File: src/rtl/sdm_ni_tx.sv
// Clocked NI transmitter: buffers valid/ready flits and drives a 1-of-4 four-phase RTZ
// router port. Optional macro NI_CHANNEL_SLICING_EN widens eof/ack to one bit per sub-channel.
module sdm_ni_tx #(
  parameter int unsigned DW    = 32,
  parameter int unsigned SCN   = DW / 2,
  parameter int unsigned DEPTH = 4,
  parameter int unsigned AW    = $clog2(DEPTH)
) (
  input  logic           clk,
  input  logic           rst_n,
  input  logic           in_valid,
  output logic           in_ready,
  input  logic [DW-1:0]  in_data,
  input  logic           in_tail,
  output logic [SCN-1:0] lo0,
  output logic [SCN-1:0] lo1,
  output logic [SCN-1:0] lo2,
  output logic [SCN-1:0] lo3,
`ifdef NI_CHANNEL_SLICING_EN
  output logic [SCN-1:0] lo4,
  input  logic [SCN-1:0] loa,
`else
  output logic           lo4,
  input  logic           loa,
`endif
  output logic [AW:0]    fifo_cnt,
  output logic           busy
);

`ifdef NI_CHANNEL_SLICING_EN
  localparam int unsigned EofW = SCN;
`else
  localparam int unsigned EofW = 1;
`endif

  typedef enum logic [1:0] {StIdle, StData, StRtz} state_e;

  // FIFO storage: {tail, data}
  logic [DW:0]   mem_q [DEPTH];
  logic [AW:0]   wr_ptr_q, wr_ptr_d;
  logic [AW:0]   rd_ptr_q, rd_ptr_d;
  logic          full, empty, push, pop;
  logic [DW:0]   head;

  logic [EofW-1:0] ack_meta_q, ack_s_q;
  logic            ack_hi, ack_lo;

  state_e          state_q, state_d;
  logic [SCN-1:0]  lo0_q, lo0_d, lo1_q, lo1_d, lo2_q, lo2_d, lo3_q, lo3_d;
  logic [EofW-1:0] lo4_q, lo4_d;

  assign full  = (wr_ptr_q[AW-1:0] == rd_ptr_q[AW-1:0]) && (wr_ptr_q[AW] != rd_ptr_q[AW]);
  assign empty = (wr_ptr_q == rd_ptr_q);
  assign in_ready = !full;
  assign push  = in_valid && in_ready;
  assign head  = mem_q[rd_ptr_q[AW-1:0]];

  assign fifo_cnt = wr_ptr_q - rd_ptr_q;
  assign busy     = (state_q != StIdle) || !empty;

  always_comb begin
    wr_ptr_d = wr_ptr_q + {{AW{1'b0}}, push};
    rd_ptr_d = rd_ptr_q + {{AW{1'b0}}, pop};
  end

  always_ff @(posedge clk) begin
    if (push) mem_q[wr_ptr_q[AW-1:0]] <= {in_tail, in_data};
  end

  always_ff @(posedge clk or negedge rst_n) begin
    if (!rst_n) begin
      wr_ptr_q <= '0;
      rd_ptr_q <= '0;
    end else begin
      wr_ptr_q <= wr_ptr_d;
      rd_ptr_q <= rd_ptr_d;
    end
  end

  // loa is asynchronous to clk: two-flop synchroniser per bit
  always_ff @(posedge clk or negedge rst_n) begin
    if (!rst_n) begin
      ack_meta_q <= '0;
      ack_s_q    <= '0;
    end else begin
      ack_meta_q <= loa;
      ack_s_q    <= ack_meta_q;
    end
  end

  // Mixed ack bits count as neither high nor low
  assign ack_hi = &ack_s_q;
  assign ack_lo = ~|ack_s_q;

  always_comb begin
    state_d = state_q;
    pop     = 1'b0;
    lo0_d   = lo0_q;
    lo1_d   = lo1_q;
    lo2_d   = lo2_q;
    lo3_d   = lo3_q;
    lo4_d   = lo4_q;
    case (state_q)
      StIdle: begin
        lo0_d = '0;
        lo1_d = '0;
        lo2_d = '0;
        lo3_d = '0;
        lo4_d = '0;
        if (!empty && ack_lo) begin
          pop = 1'b1;
          for (int unsigned i = 0; i < SCN; i++) begin
            lo0_d[i] = (head[2*i +: 2] == 2'd0);
            lo1_d[i] = (head[2*i +: 2] == 2'd1);
            lo2_d[i] = (head[2*i +: 2] == 2'd2);
            lo3_d[i] = (head[2*i +: 2] == 2'd3);
          end
          lo4_d   = {EofW{head[DW]}};
          state_d = StData;
        end
      end
      StData: begin
        if (ack_hi) begin
          lo0_d   = '0;
          lo1_d   = '0;
          lo2_d   = '0;
          lo3_d   = '0;
          lo4_d   = '0;
          state_d = StRtz;
        end
      end
      StRtz: begin
        if (ack_lo) state_d = StIdle;
      end
      default: begin
        lo0_d   = '0;
        lo1_d   = '0;
        lo2_d   = '0;
        lo3_d   = '0;
        lo4_d   = '0;
        state_d = StIdle;
      end
    endcase
  end

  always_ff @(posedge clk or negedge rst_n) begin
    if (!rst_n) begin
      state_q <= StIdle;
      lo0_q   <= '0;
      lo1_q   <= '0;
      lo2_q   <= '0;
      lo3_q   <= '0;
      lo4_q   <= '0;
    end else begin
      state_q <= state_d;
      lo0_q   <= lo0_d;
      lo1_q   <= lo1_d;
      lo2_q   <= lo2_d;
      lo3_q   <= lo3_d;
      lo4_q   <= lo4_d;
    end
  end

  assign lo0 = lo0_q;
  assign lo1 = lo1_q;
  assign lo2 = lo2_q;
  assign lo3 = lo3_q;
  assign lo4 = lo4_q;

endmodule

File: config.mk
export PLATFORM = sky130hd
export DESIGN_NAME = sdm_ni_tx
export DESIGN_NICKNAME = d
export VERILOG_FILES = /design/src/rtl/sdm_ni_tx.sv
export SDC_FILE = /design/constraint.sdc
export NUM_CORES = 1
export LEC_CHECK = 0
export BUFFER_PORTS_ARGS = -buffer_cell sky130_fd_sc_hd__buf_4
export CAP_MARGIN = 30
export CORE_ASPECT_RATIO = 0.8
export CORE_MARGIN = 3
export CORE_UTILIZATION = 57
export CTS_BUF_LIST = sky130_fd_sc_hd__clkbuf_4 sky130_fd_sc_hd__clkbuf_8 sky130_fd_sc_hd__clkbuf_16
export CTS_CLUSTER_SIZE = 16
export DETAILED_ROUTE_END_ITERATION = 7
export PLACE_DENSITY = 0.82
export SLEW_MARGIN = 30
export SYNTH_ARGS = -nofsm -noshare
export SYNTH_HDL_FRONTEND = slang
export SYNTH_SLANG_ARGS = --single-unit
export TNS_END_PERCENT = 1
File: constraint.sdc
create_clock -name clk -period 5.5 [get_ports clk]
set_input_delay 0.275 -clock clk [delete_from_list [all_inputs] [get_ports clk]]
set_output_delay 0.275 -clock clk [all_outputs]
set_load 0.005 [all_outputs]
### Word-level counts from Yosys, hierarchy flattened

Memories as Yosys holds them, arrays and structs flattened.
Cells that the tools add are included.

* register bits: 75
* RAM bits: 132
* output and inout bits: 70
* logic and storage cells: 118
* memories: 1

Memory list
* mem_q: depth 4, width 33, read ports 1, clocked after Yosys merged registers in 0, write ports 1, RTL line 39 `logic [DW:0] mem_q [DEPTH];`

* $add $sub $neg: 3
* eq/ne operators: 56
* mux-type cells: 20
* bitwise logic cells: 1
* reductions and logical operators: 27

Operators by type and width (count)
* $pmux 16 s3: 4
* $mux 16: 5
* $eq 2x2->1 const B: 33
* $eq 2x1->1 const B: 17
* $logic_not 2->1: 17
* $add 3x1->3: 2
* $mux 1: 6
* $mux 2: 3
* $ne 2x2->1 const B: 3
* $pmux 2 s3: 1
* $eq 3x3->1: 1
* $logic_and 1x1->1: 3
* $logic_not 1->1: 3
* $pmux 1 s3: 1
* $reduce_and 3->1: 1
* $sub 3x3->3: 1
* $eq 2x2->1: 1
* $reduce_and 2->1: 1
* $reduce_bool 2->1: 1
* $logic_or 1x1->1: 1
* $ne 1x1->1: 1
* $not 1->1: 1

### Logic depth before layout (Yosys ltp)

Gate-level depths: netlist of the first run.

* depth after elaboration: 6
* gate-level depth with buffers: 11
* depth with buffers taken out: 8

### Worst setup path before layout of the first run

No wires, ideal clock.

* path kind: register -> register
* start: reg rd_ptr_q[1]
* end: mem mem_q[2][0] in the netlist's numbering (enable)
* library setup time: 0.464 ns
* arrival: 3.663 ns
* setup slack: 1.373 ns
* stages on the path, launching flop included: 8
* buffers on the path: 2
* cells stage by stage: dfrtp_1 -> buf_2 -> buf_2 -> inv_1 -> ha_1 -> nand2_1 -> o21ai_0 -> nor3_1

* longest elaborated chain between the ends: 6

RTL lines
* start, declared: RTL line 41 `logic [AW:0] rd_ptr_q, rd_ptr_d;`
* start signal, assigned: RTL line 76 `rd_ptr_q <= rd_ptr_d;`
* $eq 2x2->1: RTL line 52 `assign full = (wr_ptr_q[AW-1:0] == rd_ptr_q[AW-1:0]) && (wr_ptr_q[AW] != rd_ptr_q[AW]);`
* $logic_and 1x1->1: RTL line 52
* $logic_not 1->1: RTL line 54 `assign in_ready = !full;`
* $logic_and 1x1->1: RTL line 55 `assign push = in_valid && in_ready;`
* $mux 1: RTL line 67 `if (push) mem_q[wr_ptr_q[AW-1:0]] <= {in_tail, in_data};`
* $mux 1 (not written as such): RTL line 67
* end, declared: RTL line 39

No other way between the ends.

### Worst setup path in the final report of the first run

* start: reg rd_ptr_q[1]
* end: reg rd_ptr_q[2]

* longest elaborated chain between the ends: 6

RTL lines
* $eq 3x3->1: RTL line 53 `assign empty = (wr_ptr_q == rd_ptr_q);`
* $logic_not 1->1: RTL line 110 `if (!empty && ack_lo) begin`
* $logic_and 1x1->1: RTL line 110
* $mux 1: RTL line 110
* $mux 1: RTL line 103 `case (state_q)`
* $add 3x1->3 (*): RTL line 63 `rd_ptr_d = rd_ptr_q + {{AW{1'b0}}, pop};`
* via rd_ptr_d[2]: RTL line 41

The timed path passes the listed nets; every way through them passes the cells marked *.
A chain may end at the register's enable or synchronous reset.

==> results.tsv, run 1 <==
stage	metric	value	unit
run_status	status	finished clean	
synth	synth_enable_flop_cells	132	
worst_setup_path	cp.buffers_inverters	2	
worst_setup_path	cp.depth	8	
grt	grt_pass1_wl	26500	µm
synth	ys_ff_latch	207	
route	drt_pre_antenna_iters	4	
power	power.density	563	nW/µm²
synth	yosysWarnings	0	
worst_setup_path	cpMaxStageDelayCell	dfrtp_2	
synth	ys_types	30	
cells_and_area	post-route-util	74.8	%
synth	ys_seq_area_share	75.1	%
synth	synthArstFlopShare	36.2	%
sta	maxSlewHeadroom	38.8	%
sta	drv_slew	0	
cts	htreeDepth	1	
place	gp_congestion	0.773	
worst_setup_path	arrival	3.92	ns
power	vdd_drop_max	321	µV
grt	antenna_found_initial	1	
worst_setup_path	path_cells	inv_1 -> ha_1 -> nand2_1 -> o21ai_2 -> clkinv_2 -> ha_1 -> ha_1 -> xor2_1	
die	coreArea	13100	µm²
sta	finalHoldViolCount	0	
synth	synthFlopType	edfxtp_1	
cts	root_buffer	clkbuf_16	
cells_and_area	fin_nets	590	
cts	cts.sinks	207	
hold_path	hp-class	reg2reg	
place	dp.cells	664	
die	dieArea	15100	µm²
cells_and_area	final_cells	736	
worst_setup_path	crit_fanout	62	
cells_and_area	fillers	757	
cells_and_area	layout_common_cells	edfxtp_1, buf_4, dfrtp_1	
worst_setup_path	worstRegToRegCells	8	
sta	setup-violations-final	0	
power	leakagePower	0.00396	µW
hold_path	hold_path_depth	0	
worst_setup_path	r2r-end	rd_ptr_q[2]$_DFF_PN0_	
cts	clkTransAtPathRegs	0.06	ns
place	dp_hpwl	10100	µm
cells_and_area	final_common_cell	edfxtp_1	
route	drc	0	
die	pin_count	107	
run	drv_cap	0	
worst_setup_path	worst_setup_path_start_kind	register	
route	vias	4456	
route	antenna_left	0	
route	avgRoutedWirePerCell	23.0	µm
worst_setup_path	path_common_cell	ha_1	
die	initial_core_util	59.3	%
sta	rsz0062_at_grt	no	
grt	grt_pass1_vias	4765	
synth	avgSynthCellArea	19.6	µm²
cts	numCtsBuffers	20	
grt	gr-usage-all-layers	22.8	%
route	via_per_inst	6.05	
grt	grt_max_degree	76	
sta	fmax	0.281	GHz
worst_setup_path	ff2ff_setup_slack	1.94	ns
synth	syn_nets	440	
worst_setup_path	crit_family	adder cells	
route	drt_iter0_drc	315	
place	port_buffers	106	
route	totalWireLength	16900	µm
hold_path	hold_path_startpoint	ack_meta_q$_DFF_PN0_	
worst_setup_path	critPathMaxStageDelay	0.97	ns
sta	period_needed	3.56	ns
worst_setup_path	endpoint_kind	register	
sta	fin_tns_setup	0	ns
synth	synth_cells	396	
cts	cts_max_path_buffers	3	
cells_and_area	layout-area-overhead-vs-synth	26.1	%
cells_and_area	drive_gt1_share	33.2	%
sta	tightestPinTransition	0.918	ns
synth	netlist_area	7770	µm²
die	die_y	110	µm
hold_path	min_to	ack_hi$_DFF_PN0_	
sta	finClkSkew	0.0163	ns
die	chipWidth	137	µm
worst_setup_path	required	5.86	ns
worst_setup_path	reg2reg_from	rd_ptr_q[1]$_DFF_PN0_	
cts	tritoncts	built	
sta	period_share	64.8	%
cts	clk_latency	0.49	ns
worst_setup_path	crit_type	reg2reg	
die	core.rowCount	37	
grt	grt.overflow.total	0	
-- per-stage QoR --
step           power [µW]  hold slack (ns)  area (µm²)  setup slack (ns)
2_1_floorplan        3380          -0.0206        7770              1.37
3_3_place_gp         4000            0.339        8740              2.51
3_5_place_dp         4100            0.354        8750              2.37
4_1_cts              5540            0.369        9790              2.31
5_1_grt              5790            0.388        9800              1.75
6_report             5520            0.369        9800              1.94
-- sequential cells by signal, indices dropped and copies added (netlist names) --
register / flops
ack_hi: 1
lo2: 16
wr_ptr_q: 3
lo0: 16
ack_meta_q: 1
lo1: 16
lo3: 16
lo4: 1
rd_ptr_q: 3
mem_q: 132
state_q: 2
-- report_power, final --
group | internal [µW] | switching, µW | total, µW
sequential | 2110 | 270 | 2380
combinational | 812 | 918 | 1730
clock | 860 | 547 | 1410
total | 3790 | 1730 | 5520
-- cells in the mapped netlist, types with 2 or more instances --
cell | number | share of area [%]
edfxtp_1 | 132 | 51
dfrtp_1 | 75 | 24
a32o_1 | 60 | 7.7
inv_1 | 40 | 1.9
mux4_2 | 29 | 8.4
buf_2 | 11 | 0.71
clkbuf_1 | 6 | 0.29
ha_1 | 6 | 0.97
nor3_1 | 5 | 0.32
mux4_1 | 4 | 1.4
buf_6 | 3 | 0.43
o32ai_1 | 3 | 0.34
xor2_1 | 3 | 0.34
nor2b_1 | 2 | 0.16
xnor2_1 | 2 | 0.23
-- layout make-up --
cell class                 instances  area [µm²]  area share, %
antenna                            1        2.50         0.0255
clock buffer                      31         648           6.61
clock inverter                     5        46.3          0.472
inverter                          41         155           1.58
multi-input combinational        127        1680           17.1
sequential                       207        5840           59.6
tap                              175         219           2.23
timing repair buffer             149        1210           12.3
-- logic make-up (layout without fill, tap and decap cells) --
logic type	Yosys count	in the layout	share of synthesized area, %
other	0	1	0
multiplexers	33	33	9.75
AO/OA/AOI/OAI	71	71	8.93
flip-flops	207	207	75.1
AND/OR/NAND/NOR	11	11	0.740
adder cells (fa/ha/maj)	7	7	1.22
XOR/XNOR	5	5	0.563
buffers and inverters	62	226	3.67
-- per-layer routing --
layer	track usage (%)	wire, µm	vias up
met5	0	0	-
met1	30.8	6820	2340
met3	4.14	1020	33
met4	6.31	335	0
li1	-	-	1912
met2	38.5	8750	171
-- worst max-delay path by stage --
stage | start | end | slack [ns]
CTS | rd_ptr_q[1]$_DFF_PN0_ | rd_ptr_q[2]$_DFF_PN0_ | 2.31
finish | rd_ptr_q[1]$_DFF_PN0_ | rd_ptr_q[2]$_DFF_PN0_ | 1.94
global route | rd_ptr_q[1]$_DFF_PN0_ | rd_ptr_q[2]$_DFF_PN0_ | 1.75
detailed placement | rd_ptr_q[1]$_DFF_PN0_ | rd_ptr_q[2]$_DFF_PN0_ | 2.37
floorplan | rd_ptr_q[1]$_DFF_PN0_ | mem_q[2][0]$_DFFE_PP_ | 1.37
global placement | rd_ptr_q[1]$_DFF_PN0_ | rd_ptr_q[2]$_DFF_PN0_ | 2.51
-- timing repair --
| action | CTS | global route |
|---|---|---|
| hold buffers | 35 | 0 |
| resized for setup | 0 | 0 |
| setup buffers | 0 | 0 |
| endpoints found under the hold margin | 205 | 0 |
| setup endpoints to repair | 0 | 0 |
No activity file was read; power rests on OpenSTA's default activity.
==> inputs of run 2 (changes only) <==
Clock period 5.5 ns to 3.45 ns, I/O delays scaled along.
==> run 2 against run 1 <==
Worst setup slack lost 1.0 ns. Routed wire length shrank 1.7%. Utilization down 0.14 points. Clock power up 58%. Critical path type unchanged.
==> results.tsv, run 2 (same netlist as run 1, synthesis figures left out) <==
stage	metric	value	unit
run_status	status	finished clean	
worst_setup_path	arrival	2.89	ns
cells_and_area	regArea	5840	µm²
worst_setup_path	crit_type	reg2reg	
sta	period_share	73.1	%
cells_and_area	fillers	732	
worst_setup_path	required	3.82	ns
die	core.rowCount	37	
worst_setup_path	worst_setup_path_start_kind	register	
sta	tightestPinTransition	0.826	ns
cells_and_area	fin_area	9780	µm²
cts	htreeDepth	1	
grt	grt_max_degree	76	
cts	cts_max_path_buffers	3	
place	dp_hpwl	9860	µm
cts	tritoncts	built	
cells_and_area	final_common_cell	edfxtp_1	
sta	setup-violations-final	0	
cells_and_area	multi_input_area	1680	µm²
route	drt_pre_antenna_iters	5	
die	pin_count	107	
place	pre_cts_ws	0.961	ns
cells_and_area	layout_common_cells	edfxtp_1, buf_4, dfrtp_1	
route	via_per_inst	6.01	
worst_setup_path	crit_family	adder cells	
route	drc	0	
sta	period_needed	2.52	ns
cts	clkTransAtPathRegs	0.06	ns
worst_setup_path	cp.buffers_inverters	2	
place	port_buffers	106	
power	p_clk_share	25.4	%
sta	maxSlewHeadroom	44.3	%
die	chipWidth	137	µm
sta	finClkSkew	0.0165	ns
route	antenna_left	0	
sta	fin_ws	0.928	ns
run	drv_cap	0	
power	switching_share	31.3	%
worst_setup_path	crit_fanout	5	
cells_and_area	largest_reg_flops	132	
power	vdd_drop_max	478	µV
hold_path	hp-class	in2async	
cts	root_buffer	clkbuf_16	
cts	clk_latency	0.48	ns
sta	rsz0062_at_grt	no	
cts	numCtsBuffers	20	
worst_setup_path	endpoint_kind	register	
cts	cts-resized-gates	0	
die	dieArea	15100	µm²
grt	gr-usage-all-layers	22.1	%
cells_and_area	fin_nets	589	
route	vias	4417	
grt	grt.overflow.total	0	
die	initial_core_util	59.3	%
worst_setup_path	path_cells	inv_1 -> ha_1 -> nand2_1 -> o21ai_0 -> inv_1 -> ha_1 -> ha_1 -> xor2_1	
power	p_sw	2750	µW
worst_setup_path	critPathMaxStageDelay	0.68	ns
route	avgRoutedWirePerCell	22.6	µm
grt	grt_pass1_wl	25800	µm
die	die_y	110	µm
cells_and_area	drive_gt1_share	33.1	%
route	drt_iter0_drc	338	
power	leakagePower	0.00395	µW
route	totalWireLength	16600	µm
cts	cts.sinks	207	
power	p_comb_share	32.3	%
sta	fmax	0.397	GHz
cells_and_area	layout-area-overhead-vs-synth	25.8	%
sta	finalHoldViolCount	0	
place	place_area	8740	µm²
worst_setup_path	path_common_cell	ha_1	
power	power.density	898	nW/µm²
power	p_int	6030	µW
grt	antenna_found_initial	1	
place	gp_congestion	0.732	
die	coreArea	13100	µm²
grt	grt_pass1_vias	4625	
worst_setup_path	cpMaxStageDelayCell	o21ai_0	
power	seqPwrFrac	42.4	%
sta	drv_slew	0	
[run 2: cell types whose count changed in the layout (fill, tap and decap cells not counted)]
cell,delta
inv_2,+1
clkbuf_4,-2
clkinv_2,+2
bufinv_16,+2
clkinvlp_4,+1
clkbuf_16,-2
buf_4,-1
clkbuf_8,-2
[run 2: power groups by stage]
stage          Sequential [µW]  Combinational [µW]  Clock, µW
2_1_floorplan             3690                1700          0
3_5_place_dp              3750                2790          0
5_1_grt                   3770                3070       2360
4_1_cts                   3710                2860       2260
3_3_place_gp              3690                2660          0
6_report                  3720                2830       2230
[run 2: cell type report]
type                            count  area share (%)
Antenna cell                        1          0.0256
Tap cell                          175            2.24
Clock buffer                       25            5.68
Inverter                           41            1.57
Clock inverter                     11            1.32
Multi-Input combinational cell    127            17.1
Timing Repair Buffer              148            12.3
Sequential cell                   207            59.7
[run 2: layer usage]
| metal | share of wire, % | global-route usage, % | vias up |
|---|---|---|---|
| met5 | 0 | 0 | - |
| met4 | 2.1 | 5.57 | 0 |
| met3 | 6.0 | 3.78 | 35 |
| met2 | 52 | 37.8 | 187 |
| met1 | 40 | 29.9 | 2286 |
| li1 | - | - | 1909 |
[run 2: final timing paths]
check | depth (start not counted) | from | slack (ns) | end
max | 8 | wr_ptr_q[0]$_DFF_PN0_ | 0.93 | wr_ptr_q[2]$_DFF_PN0_
min | 2 | rst_n | 0.28 | lo3[9]$_DFFE_PN0P_
min reg2reg | 0 | ack_meta_q$_DFF_PN0_ | 0.35 | ack_hi$_DFF_PN0_
max in group asynchronous | 2 | rst_n | 2.65 | rd_ptr_q[0]$_DFF_PN0_
max reg2reg | 8 | wr_ptr_q[0]$_DFF_PN0_ | 0.93 | wr_ptr_q[2]$_DFF_PN0_
min in group clk | 0 | ack_meta_q$_DFF_PN0_ | 0.35 | ack_hi$_DFF_PN0_
[run 2: repair_timing]
action / in CTS / in global routing
hold buffers: 35 / 0
hold endpoints to repair: 208 / 0
setup buffers: 0 / 0
[run 2: through the flow]
| stage | hold WS (ns) | std cells | setup TNS (ns) | util [%] | total power, µW |
|---|---|---|---|---|---|
| after floorplan | -0.123 | 396 | -89.37 | - | 5390 |
| after global placement | 0.283 | 663 | 0 | 66.7 | 6350 |
| after detailed placement | 0.285 | 663 | 0 | 66.7 | 6530 |
| after CTS | 0.326 | 734 | 0 | 74.6 | 8840 |
| after global routing | 0.344 | 735 | 0 | 74.7 | 9200 |
| final | 0.276 | 735 | 0 | 74.7 | 8780 |
==> inputs of run 3 (changes only) <==
Settings changed: CORE_UTILIZATION 57 to 51, PLACE_DENSITY 0.82 to 0.78.
Clock period 3.45 ns to 2 ns, I/O delays scaled along.
==> run 3 against run 2 <==
Clock skew fell by 0.0066 ns. Utilization fell by 6.2 points. Combinational power rose by 92%. Via count fell by 0.25%. Hold slack got worse by 0.22 ns. Clock power rose by 66%. Worst setup slack got worse by 0.87 ns. Final area rose by 2.1%. Critical endpoint is now busy. Highest routed layer unchanged. First-iteration DRC count rose by 16%. Critical path type is now reg2out. Largest power group unchanged. Routed wire length fell by 1.0%. Sequential cell count did not move.
==> results.tsv, run 3 (same netlist as run 1, synthesis figures left out) <==
stage	metric	value	unit
worst_setup_path	cp.buffers_inverters	2	
place	pre_cts_ws	0.0858	ns
power	power.density	1550	nW/µm²
route	via_per_inst	5.86	
route	drt_iter0_drc	393	
route	avgRoutedWirePerCell	21.9	µm
route	vias	4406	
route	totalWireLength	16500	µm
worst_setup_path	crit_type	reg2out	
cts	cts_max_path_buffers	3	
die	initial_core_util	53.3	%
grt	grt_pass1_wl	25400	µm
place	port_buffers	106	
cells_and_area	final_common_cell	edfxtp_1	
worst_setup_path	critPathMaxStageDelay	0.42	ns
sta	period_needed	1.94	ns
worst_setup_path	worst_setup_path_start_kind	register	
die	dieArea	16800	µm²
hold_path	hold_path_startpoint	in_valid	
grt	grt_pass1_vias	4534	
cells_and_area	insertedDiodeCount	0	
sta	fin_tns_setup	0	ns
cells_and_area	fin_nets	598	
sta	finClkSkew	0.00999	ns
die	chipWidth	144	µm
cts	root_buffer	clkbuf_16	
worst_setup_path	arrival	1.84	ns
place	dp_hpwl	9990	µm
sta	rsz0062_at_grt	no	
cts	clkTransAtPathRegs	0.06	ns
sta	maxSlewHeadroom	53.7	%
cts	cts.sinks	207	
cts	htreeDepth	1	
sta	tightestPinTransition	0.694	ns
grt	grt_max_degree	76	
worst_setup_path	ff2ff_setup_slack	0.10	ns
worst_setup_path	cpMaxStageDelayCell	or4_4	
grt	grt.overflow.total	0	
sta	finalHoldViolCount	0	
sta	period_share	97.0	%
route	antenna_left	0	
power	leakagePower	0.00402	µW
cts	tritoncts	built	
power	vdd_drop_max	690	µV
worst_setup_path	cp.depth	5	
route	drc	0	
worst_setup_path	path_cells	inv_2 -> ha_4 -> nand2_4 -> or4_4 -> buf_6	
cts	clk_latency	0.48	ns
worst_setup_path	endpoint_kind	output pin	
worst_setup_path	crit_fanout	4	
die	core.rowCount	39	
grt	antenna_found_initial	0	
sta	setup-violations-final	0	
sta	fin_ws	0.0593	ns
worst_setup_path	required	1.90	ns
run_status	status	finished clean	
cells_and_area	largest_reg_flops	132	
hold_path	hold_path_depth	4	
sta	drv_slew	0	
worst_setup_path	reg2reg_from	rd_ptr_q[2]$_DFF_PN0_	
route	drt_pre_antenna_iters	4	
grt	gr-usage-all-layers	19.7	%
die	die_y	116	µm
run	drv_cap	0	
worst_setup_path	worstRegToRegCells	5	
worst_setup_path	crit_family	simple AND/OR/NAND/NOR gates	
die	coreArea	14600	µm²
cts	numCtsBuffers	20	
hold_path	min_to	wr_ptr_q[0]$_DFF_PN0_	
die	pin_count	107	
hold_path	hp-class	in2reg	
cells_and_area	layout-area-overhead-vs-synth	28.5	%
place	gp_congestion	0.763	
cells_and_area	layout_common_cells	edfxtp_1, buf_4, dfrtp_1	
cells_and_area	fillers	890	
sta	fmax	0.515	GHz
cells_and_area	drive_gt1_share	35.6	%
worst_setup_path	r2r-end	lo0[7]$_DFFE_PN0P_	
==> run 3: changes by cell type in the layout (fill, tap and decap cells not counted), moves of 3 or more <==
cell      change
buf_12        +6
clkinv_2      +3
inv_1         -3
nor3_2        -4
nor3_4        +4
==> run 3: metrics by stage <==
stage                     cells  utilization (%)  hold slack, ns  total power, µW  area [µm²]
after floorplan             396                -          -0.196             9480        7870
after global placement      677             61.1           0.211            11400        8910
after detailed placement    677             61.1           0.216            11700        8920
after CTS                   749             68.2          0.0465            15500        9950
after global routing        752             68.5          0.0801            16300        9990
final                       752             68.5          0.0567            15500        9990
==> run 3: metal layers <==
metal  global-route usage (%)  part of all wire [%]
met1                     28.2                    43
met5                        0                     0
met4                     4.45                   1.7
met3                     3.36                   6.5
met2                     32.4                    49
==> run 3: worst register-to-register path, cell delays in order, from the launching register on <==
cell,delay (ns)
dfrtp_1,0.45
xor2_1,0.38
o21ai_2,0.14
inv_2,0.24
buf_4,0.35
a32o_1,0.26
==> run 3: how the worst max path moves through the flow <==
stage	startpoint	to	slack (ns)
2_1_floorplan	rd_ptr_q[1]$_DFF_PN0_	mem_q[0][0]$_DFFE_PP_	-0.41
3_3_place_gp	rd_ptr_q[0]$_DFF_PN0_	wr_ptr_q[2]$_DFF_PN0_	0.17
3_5_place_dp	wr_ptr_q[0]$_DFF_PN0_	wr_ptr_q[2]$_DFF_PN0_	0.09
4_1_cts	wr_ptr_q[1]$_DFF_PN0_	fifo_cnt[1]	-0.003
5_1_grt	rd_ptr_q[1]$_DFF_PN0_	busy	0.004
6_report	rd_ptr_q[1]$_DFF_PN0_	busy	0.06
==> run 3: timing repair <==
item,4_1_cts,5_1_grt
pin swaps,1,2
hold buffers,35,0
hold endpoints to repair,208,0
setup buffers,1,3
resized for setup,4,3
endpoints found under the setup margin,3,3
==> run 3: area by class of cell <==
| cell class | count | area (µm²) | share of cell area, % |
|---|---|---|---|
| clock buffers | 23 | 541 | 5.41 |
| clock inverters | 13 | 110 | 1.10 |
| inverters | 41 | 160 | 1.60 |
| multi-input cells | 127 | 1750 | 17.5 |
| flip-flops and latches | 207 | 5840 | 58.5 |
| well taps | 184 | 230 | 2.30 |
| repair buffers | 157 | 1350 | 13.5 |
==> run 3: where the power goes <==
group / total (µW) / switching, µW / leakage (µW) / internal [µW]
clock: 3700 / 1500 / 0.000330 / 2190
sequential: 6370 / 556 / 0.00222 / 5820
combinational: 5440 / 2850 / 0.00147 / 2590
